$ cat src/rtl/program_memory_loader_if.sv
// Program memory / loader bus.
// Carries the fetch path from the program sequencer (pm_addr -> pm_data)
// and the byte-serial load port (load_start/load_valid/load_data/load_ready)
// together with the loader status outputs (load_done, load_err, hold_cpu).
//   master : drives pm_addr and the load_* inputs, observes the rest
//   slave  : the program memory loader itself
interface program_memory_loader_if #(
    parameter int ADDR_W = 8,
    parameter int DATA_W = 8
);
    logic [ADDR_W-1:0] pm_addr;
    logic [DATA_W-1:0] pm_data;
    logic              load_start;
    logic              load_valid;
    logic [DATA_W-1:0] load_data;
    logic              load_ready;
    logic              load_done;
    logic              load_err;
    logic              hold_cpu;

    modport master (
        output pm_addr, load_start, load_valid, load_data,
        input  pm_data, load_ready, load_done, load_err, hold_cpu
    );

    modport slave (
        input  pm_addr, load_start, load_valid, load_data,
        output pm_data, load_ready, load_done, load_err, hold_cpu
    );
endinterface

$ cat src/rtl/program_memory_loader.sv
// Program memory with a run-time byte-serial loader.
// Fetch: pm_data is the registered byte at pm_addr (1-cycle latency), forced
// to zero while the CPU is held.
// Load: after load_start, the loader accepts a length header (00 = 256),
// N program bytes written to addresses 0..N-1, and a checksum byte. The CPU
// is released (hold_cpu=0, load_done=1) only when sum(bytes)+checksum == 0
// mod 256; otherwise load_err is raised and the CPU stays held.
// Ports:
//   clk        : system clock
//   sync_reset : synchronous active-high reset
//   bus        : program_memory_loader_if slave (fetch + load + status)
module program_memory_loader #(
    parameter int ADDR_W = 8,
    parameter int DATA_W = 8,
    parameter int DEPTH  = 256
) (
    input logic                    clk,
    input logic                    sync_reset,
    program_memory_loader_if.slave bus
);

    typedef enum logic [2:0] {IDLE, HEADER, LOAD, CHECK, RUN, ERROR} state_t;

    // Length and counter are one bit wider than the address so that a
    // header of 00 (256 bytes) is representable and the count never wraps.
    localparam logic [ADDR_W:0] LEN_MAX = (ADDR_W+1)'(DEPTH);
    localparam logic [ADDR_W:0] ONE     = (ADDR_W+1)'(1);

    state_t            state;
    state_t            next_state;
    logic [ADDR_W:0]   cnt;
    logic [ADDR_W:0]   len;
    logic [ADDR_W:0]   len_hdr;
    logic [DATA_W-1:0] sum;
    logic [DATA_W-1:0] pm_data_q;
    logic [DATA_W-1:0] mem [DEPTH];
    logic              accept;
    logic              clr;
    logic              len_ld;
    logic              wr_en;
    logic              sum_ok;

    function automatic logic [DATA_W-1:0] add_mod(input logic [DATA_W-1:0] a,
                                                  input logic [DATA_W-1:0] b);
        return a + b;
    endfunction

    assign bus.load_ready = (state == HEADER) || (state == LOAD) || (state == CHECK);
    assign bus.hold_cpu   = (state != RUN);
    assign bus.load_done  = (state == RUN);
    assign bus.load_err   = (state == ERROR);
    assign bus.pm_data    = pm_data_q;

    assign accept  = bus.load_valid && bus.load_ready;
    assign len_hdr = (bus.load_data == '0) ? LEN_MAX
                                           : {{(ADDR_W+1-DATA_W){1'b0}}, bus.load_data};
    assign sum_ok  = (add_mod(sum, bus.load_data) == '0);

    // Next-state and datapath controls; load_start overrides any byte.
    always_comb begin
        next_state = state;
        clr        = 1'b0;
        len_ld     = 1'b0;
        wr_en      = 1'b0;
        if (bus.load_start) begin
            next_state = HEADER;
            clr        = 1'b1;
        end else begin
            unique case (state)
                HEADER: if (accept) begin
                    len_ld     = 1'b1;
                    next_state = LOAD;
                end
                LOAD: if (accept) begin
                    wr_en = 1'b1;
                    if (cnt == len - ONE) next_state = CHECK;
                end
                CHECK: if (accept) next_state = sum_ok ? RUN : ERROR;
                default: next_state = state;
            endcase
        end
    end

    always_ff @(posedge clk) begin
        if (sync_reset) begin
            state <= IDLE;
            cnt   <= '0;
            len   <= '0;
            sum   <= '0;
        end else begin
            state <= next_state;
            if (clr) begin
                cnt <= '0;
                sum <= '0;
            end
            if (len_ld) len <= len_hdr;
            if (wr_en) begin
                cnt <= cnt + ONE;
                sum <= add_mod(sum, bus.load_data);
            end
        end
    end

    // Memory array is deliberately not reset; loaded programs survive reset.
    always_ff @(posedge clk) begin
        if (wr_en && !sync_reset) mem[cnt[ADDR_W-1:0]] <= bus.load_data;
    end

    // Fetch register. Writes only happen while held, so no read/write overlap.
    always_ff @(posedge clk) begin
        if (sync_reset) pm_data_q <= '0;
        else            pm_data_q <= bus.hold_cpu ? '0 : mem[bus.pm_addr];
    end

endmodule

$ cat src/flat_wrapper.sv
// flat-port wrapper written by rule: the top's interface ports become plain ports
module program_memory_loader_flat 
#(
    parameter int ADDR_W = 8,
    parameter int DATA_W = 8,
    parameter int DEPTH  = 256
)
  (clk, sync_reset, bus_pm_addr, bus_load_start, bus_load_valid, bus_load_data, bus_pm_data, bus_load_ready, bus_load_done, bus_load_err, bus_hold_cpu);
  program_memory_loader_if #(.ADDR_W(ADDR_W), .DATA_W(DATA_W)) bus_i ();
  input logic clk;
  input logic sync_reset;
  input wire logic [$bits(bus_i.pm_addr)-1:0] bus_pm_addr;
  input wire logic [$bits(bus_i.load_start)-1:0] bus_load_start;
  input wire logic [$bits(bus_i.load_valid)-1:0] bus_load_valid;
  input wire logic [$bits(bus_i.load_data)-1:0] bus_load_data;
  output wire logic [$bits(bus_i.pm_data)-1:0] bus_pm_data;
  output wire logic [$bits(bus_i.load_ready)-1:0] bus_load_ready;
  output wire logic [$bits(bus_i.load_done)-1:0] bus_load_done;
  output wire logic [$bits(bus_i.load_err)-1:0] bus_load_err;
  output wire logic [$bits(bus_i.hold_cpu)-1:0] bus_hold_cpu;
  assign bus_i.pm_addr = bus_pm_addr;
  assign bus_i.load_start = bus_load_start;
  assign bus_i.load_valid = bus_load_valid;
  assign bus_i.load_data = bus_load_data;
  assign bus_pm_data = bus_i.pm_data;
  assign bus_load_ready = bus_i.load_ready;
  assign bus_load_done = bus_i.load_done;
  assign bus_load_err = bus_i.load_err;
  assign bus_hold_cpu = bus_i.hold_cpu;
  program_memory_loader #(.ADDR_W(ADDR_W), .DATA_W(DATA_W), .DEPTH(DEPTH)) u_core (.clk(clk), .sync_reset(sync_reset), .bus(bus_i));
endmodule
$ cat config.mk
export PLATFORM = sky130hd
export DESIGN_NAME = program_memory_loader_flat
export DESIGN_NICKNAME = d
export VERILOG_FILES = /design/src/rtl/program_memory_loader_if.sv /design/src/rtl/program_memory_loader.sv /design/src/flat_wrapper.sv
export SDC_FILE = /design/constraint.sdc
export NUM_CORES = 2
export LEC_CHECK = 0
export ABC_AREA = 1
export ABC_CLOCK_PERIOD_IN_PS = 6100
export BUFFER_PORTS_ARGS = -buffer_cell sky130_fd_sc_hd__buf_2
export CORE_MARGIN = 2
export CORE_UTILIZATION = 40
export CTS_BUF_LIST = sky130_fd_sc_hd__clkbuf_2 sky130_fd_sc_hd__clkbuf_4 sky130_fd_sc_hd__clkbuf_8
export DETAILED_ROUTE_END_ITERATION = 10
export PLACE_DENSITY_LB_ADDON = 0.15
export SYNTH_ARGS = -nofsm -noshare
export SYNTH_HDL_FRONTEND = slang
export SYNTH_SLANG_ARGS = --single-unit
$ cat constraint.sdc
create_clock -name clk -period 6.1 [get_ports clk]
set_input_delay 0.61 -clock clk [delete_from_list [all_inputs] [get_ports clk]]
set_output_delay 0.61 -clock clk [all_outputs]
set_load 0.05 [all_outputs]
# Yosys cells after proc, flatten, opt, wreduce, memory -nomap -nowiden
# Memory sizes are Yosys's and may differ from the RTL's. A register that Yosys moved wholly into a read port is not among the register bits.
# Cells that the tools add are included.
# totals
elab_cells	58
mem_bits_rw	2048
mem_count	1
out_inout_bits	12
in_bits	20
register_bits	29
# mem_list
memory	words	word_bits	read_ports	rd_clocked_by_memory_dff	write_ports	line	source
u_core.mem	256	8	1	1	1	program_memory_loader.sv:36	logic [DATA_W-1:0] mem [DEPTH];
# op_classes
n_mux	20
add_sub_neg	3
n_eq_ne	15
reduce_logical	14
# ops
operator	n
9-bit two-way mux	3
8-bit logical NOT	2
8-bit two-way mux	2
3-bit two-way mux	4
1-bit two-way mux	10
5-bit AND reduction	2
9-bit by 1-bit adder with 9-bit output (second input constant)	1
9-bit equality test	1
3-bit by 2-bit != test with 1-bit output (second input constant)	3
3-bit case mux with 3 select lines	1
9-bit by 1-bit subtractor with 9-bit output (second input constant)	1
8-bit adder	1
3-bit by 2-bit equality test with 1-bit output (second input constant)	2
3-bit equality test (second input constant)	2
2-bit by 1-bit != test with 1-bit output (second input constant)	3
3-bit != test (second input constant)	2
4-bit nonzero test	1
2-bit OR reduction	2
3-bit by 1-bit equality test with 1-bit output (second input constant)	1
3-bit nonzero test	1
1-bit logical AND	2
1-bit logical OR	2
2-bit != test (second input constant)	1
2-bit nonzero test	1
1-bit logical NOT	1

# Longest topological paths before layout
# logic_depth
ltp_word	10
depth_mapped	15
depth_no_buf	15

# Worst setup path after synthesis
# No wires, ideal clock.
# synth_timing
kind	register to register
start	register u_core.state[2]
end	register u_core.pm_data_q[0], in the netlist u_core.bus.pm_data[0], read port of u_core.mem
setup_ns	0.064
t_required_ns	6.036
stages_incl_launch_ff	7
synth_period_minus_slack_ns	2.852
slack_ns	3.248
n_path_buf	0
arrival_time_ns	2.787
path_cell_list	dfxtp_1 -> inv_1 -> nor3_1 -> inv_1 -> nor2_1 -> nand2_1 -> nor2_1
# synth_via
elab_chain_len	2
# synth_rtl
element	line	source
start: declaration	program_memory_loader.sv:29	state_t state;
start signal: assignment	program_memory_loader.sv:91	state <= next_state;
3-bit != test	program_memory_loader.sv:49	assign bus.hold_cpu = (state != RUN);
net bus_hold_cpu	flat_wrapper.sv:20	output wire logic [$bits(bus_i.hold_cpu)-1:0] bus_hold_cpu;
2-bit OR reduction (no line)	--	
end: declaration	program_memory_loader.sv:35	logic [DATA_W-1:0] pm_data_q;
# The timed path passes the listed nets, and every way through them passes these cells.
# A chain may end at the register's enable or synchronous reset.

# Final worst setup path
# layout_timing
start	register u_core.cnt[6]
end	memory u_core.mem[65][6], enable pin
# layout_rtl
element	line	source
start: declaration	program_memory_loader.sv:31	logic [ADDR_W:0] cnt;
start signal: assignment	program_memory_loader.sv:98	cnt <= cnt + ONE;
end: declaration	program_memory_loader.sv:36	
# No word-level cell before the write port.

==> metrics.txt <==
total die area=217600 µm²; fraction of layout instances using a drive strength above 1=roughly a tenth; routed wirelength normalized by instance count=between 20 and 25 µm; FF+latch count, synth=around 2100; post-synthesis area per instance=11.82 µm²; clock tree from TritonCTS=built; nature of the critical path startpoint=flop; final global-route overflow total=0; TritonCTS Buffers=between 300 and 400; area of the core=roughly 210000 µm²; Fin Clk Skew=approximately 0.074 ns; fraction of synthesis flops using an asynchronous set or reset pin=0%; largest vdd supply drop=between 200 and 250 µV; Setup Buffers After CTS=0; number of library cell types mapped by synthesis=35; hold violation total from the final report=0; DR iter-0 viols=between 5000 and 6000; vias after detailed routing=about 56000; largest net degree at the start of global routing=approximately 200; number of antenna violations at the first check in global routing=4; Detailed Routing Iterations Pass 1=6; non-filler instance count after layout=10340; Sequential cell area=62240 µm²; sequential share of the synthesized area=roughly 73%; setup repair after global routing missed its margin=no; drc violations=0; nets in the synthesized netlist=between 7000 and 8000; die span in y=466.5 µm; worst setup path category=flop to flop; global placement routability congestion=0.8033; combined area of the multi-input logic cells=20490 µm²; total number of H-tree levels=5; ratio of final minimum period to clock period=59.33%; Initial Util=approximately two fifths; vias in the first global route=approximately 55000; Synthesis Warnings=0; Overall Power=just under 30 mW; Resize count post-CTS=0; slew of the pin with the lowest slew margin=about 1.1 ns; data required time of the critical path=between 6 and 7 ns; synthesized instance count=between 7000 and 8000; placed instance count=between 9000 and 10000; clk sinks=about 2100; minimum clock period after layout=roughly 3.6 ns; largest fanout on the critical path=16; Buffers on Ports=31; mean number of vias per cell=roughly 5.4; Main synth FF type=edfxtp_1; insertion delay of the later-clocked pin in the worst-skew pair=~1.1 ns; class of the most critical hold timing path=input pin to flop; Max Slew Vio Count=0; outcome=complete, no violations; placed wire-length estimate=about 140 mm; most common cell after layout, fill and taps aside=nand2_1; endpoint class of the critical path=flop; Filler Cell Count=19550; commonest cells after routing, fill and taps aside=nand2_1, edfxtp_1, nand3_1; Static Leak=between 30 and 40 nW; antenna-violating nets left=0; clock slew at the register clock pins of the worst setup and hold paths=~0.060 ns; max-cap violations=0; number of setup violations in the final report=0; global-route usage over all layers=~23%; number of nets in the finished design=~7300; count of pins on the block boundary=32; setup_tns=0 ns; Worst Path Arrival=4.29 ns; worst slew margin relative to its limit=roughly a quarter; layout overhead on the synthesized area=10.76%; area of the mapped netlist=around 86000 µm²; die width=around 470 µm; wire length of the first global-routing pass=approximately 370 mm; root buffer cell=clkbuf_8; highest clock frequency the design can meet=276.3 MHz; standard-cell row count=between 150 and 200; power per standard cell area=between 300 and 400 nW/µm²; routed wire length=approximately 250 mm; number of enable-type register cells in the synthesized netlist=between 2000 and 2500; maximum clock path buffer count=4
flip-flops by register name, summed over array words and instances (netlist names):
register            flops
u_core.cnt              9
u_core.sum              8
u_core.len              9
u_core.state            3
u_core.bus.pm_data      8
u_core.mem           2048
metrics by stage:
step | cell area, µm² | util [%] | setup WS, ns | hold slack [ns]
2_1_floorplan | 85570 | - | 3.248 | 0.4451
3_3_place_gp | 87890 | 41.40 | 2.171 | 0.4635
3_5_place_dp | 87890 | 41.40 | 2.164 | 0.4632
4_1_cts | 94770 | 44.64 | 2.527 | 0.005719
5_1_grt | 94770 | 44.64 | 2.429 | 0.06698
6_report | 94780 | 44.64 | 2.481 | 0.1037
synthesized netlist by cell type, types with 4 or more instances:
cell / count / area share (%)
nand2_4: 12 / 0.16
buf_4: 55 / 0.48
nor2_8: 4 / 0.094
nand3_1: 1943 / 11
o22ai_1: 16 / 0.12
dfxtp_1: 37 / 0.87
nand4_1: 5 / 0.037
xor2_1: 11 / 0.11
a21oi_1: 43 / 0.25
nor2_2: 44 / 0.32
buf_6: 34 / 0.45
nor3_1: 9 / 0.053
buf_2: 255 / 1.5
nand2_2: 5 / 0.037
buf_1: 55 / 0.24
nand2_1: 2115 / 9.3
inv_2: 4 / 0.018
inv_1: 45 / 0.20
edfxtp_1: 2048 / 72
o21ai_0: 49 / 0.29
nor2_4: 4 / 0.053
nor2_1: 326 / 1.4
clkbuf_1: 86 / 0.38
ha_1: 12 / 0.18
layout make-up:
class,count,share of cell area (%)
clock buffers,506,6.477
clock inverters,118,0.6376
flip-flops and latches,2085,65.67
repair buffers,142,1.599
inverters,53,0.2680
diodes,4,0.01056
well taps,2821,3.724
multi-input cells,4614,21.61
critical path: stages, from the launching register on:
cell and delay, ns:
dfxtp_1 0.47, inv_1 0.09, nor2_1 0.78, nand2_1 0.88, nor2_1 0.98
power breakdown:
part / internal, mW / switching [mW] / total, mW
combinational: 0.413 / 1.34 / 1.75
clock: 6.58 / 5.61 / 12.2
sequential: 15.7 / 0.00469 / 15.7
worst paths after layout:
kind | startpoint | cells after the start | slack [ns] | endpoint
worst max-delay path | u_core.cnt[6] | 4 | 2.48 | u_core.mem[65][6]
worst min-delay path | bus_pm_addr[7] | 4 | 0.10 | u_core.bus.pm_data[7]
worst max register to register | u_core.cnt[6] | 4 | 2.48 | u_core.mem[65][6]
worst min register to register | u_core.sum[4] | 2 | 0.47 | u_core.sum[4]
routing by layer:
metal | track usage (%) | routed length (µm) | up-vias
met3 | 3.581 | 16810 | 422
li1 | - | - | 25740
met4 | 7.664 | 7748 | 0
met5 | 0 | 0 | -
met1 | 31.72 | 109000 | 27810
met2 | 36.29 | 117700 | 2122
kinds of logic (layout without fill, tap and decap cells):
kind of cell | count (synthesis) | count (layout) | share of synthesized area (%)
compound gates | 116 | 116 | 0.7209
xor+xnor | 15 | 15 | 0.1696
fa+ha+maj | 13 | 13 | 0.1988
buf+inv | 540 | 819 | 3.332
flops | 2085 | 2085 | 72.73
other cells | 0 | 4 | 0
simple gates | 4470 | 4470 | 22.84
timing repair:
action,in CTS,in global routing
endpoints found under the hold margin,253,0
setup endpoints to repair,0,0
hold buffers,13,0
No activity file was read; power rests on OpenSTA's default activity.
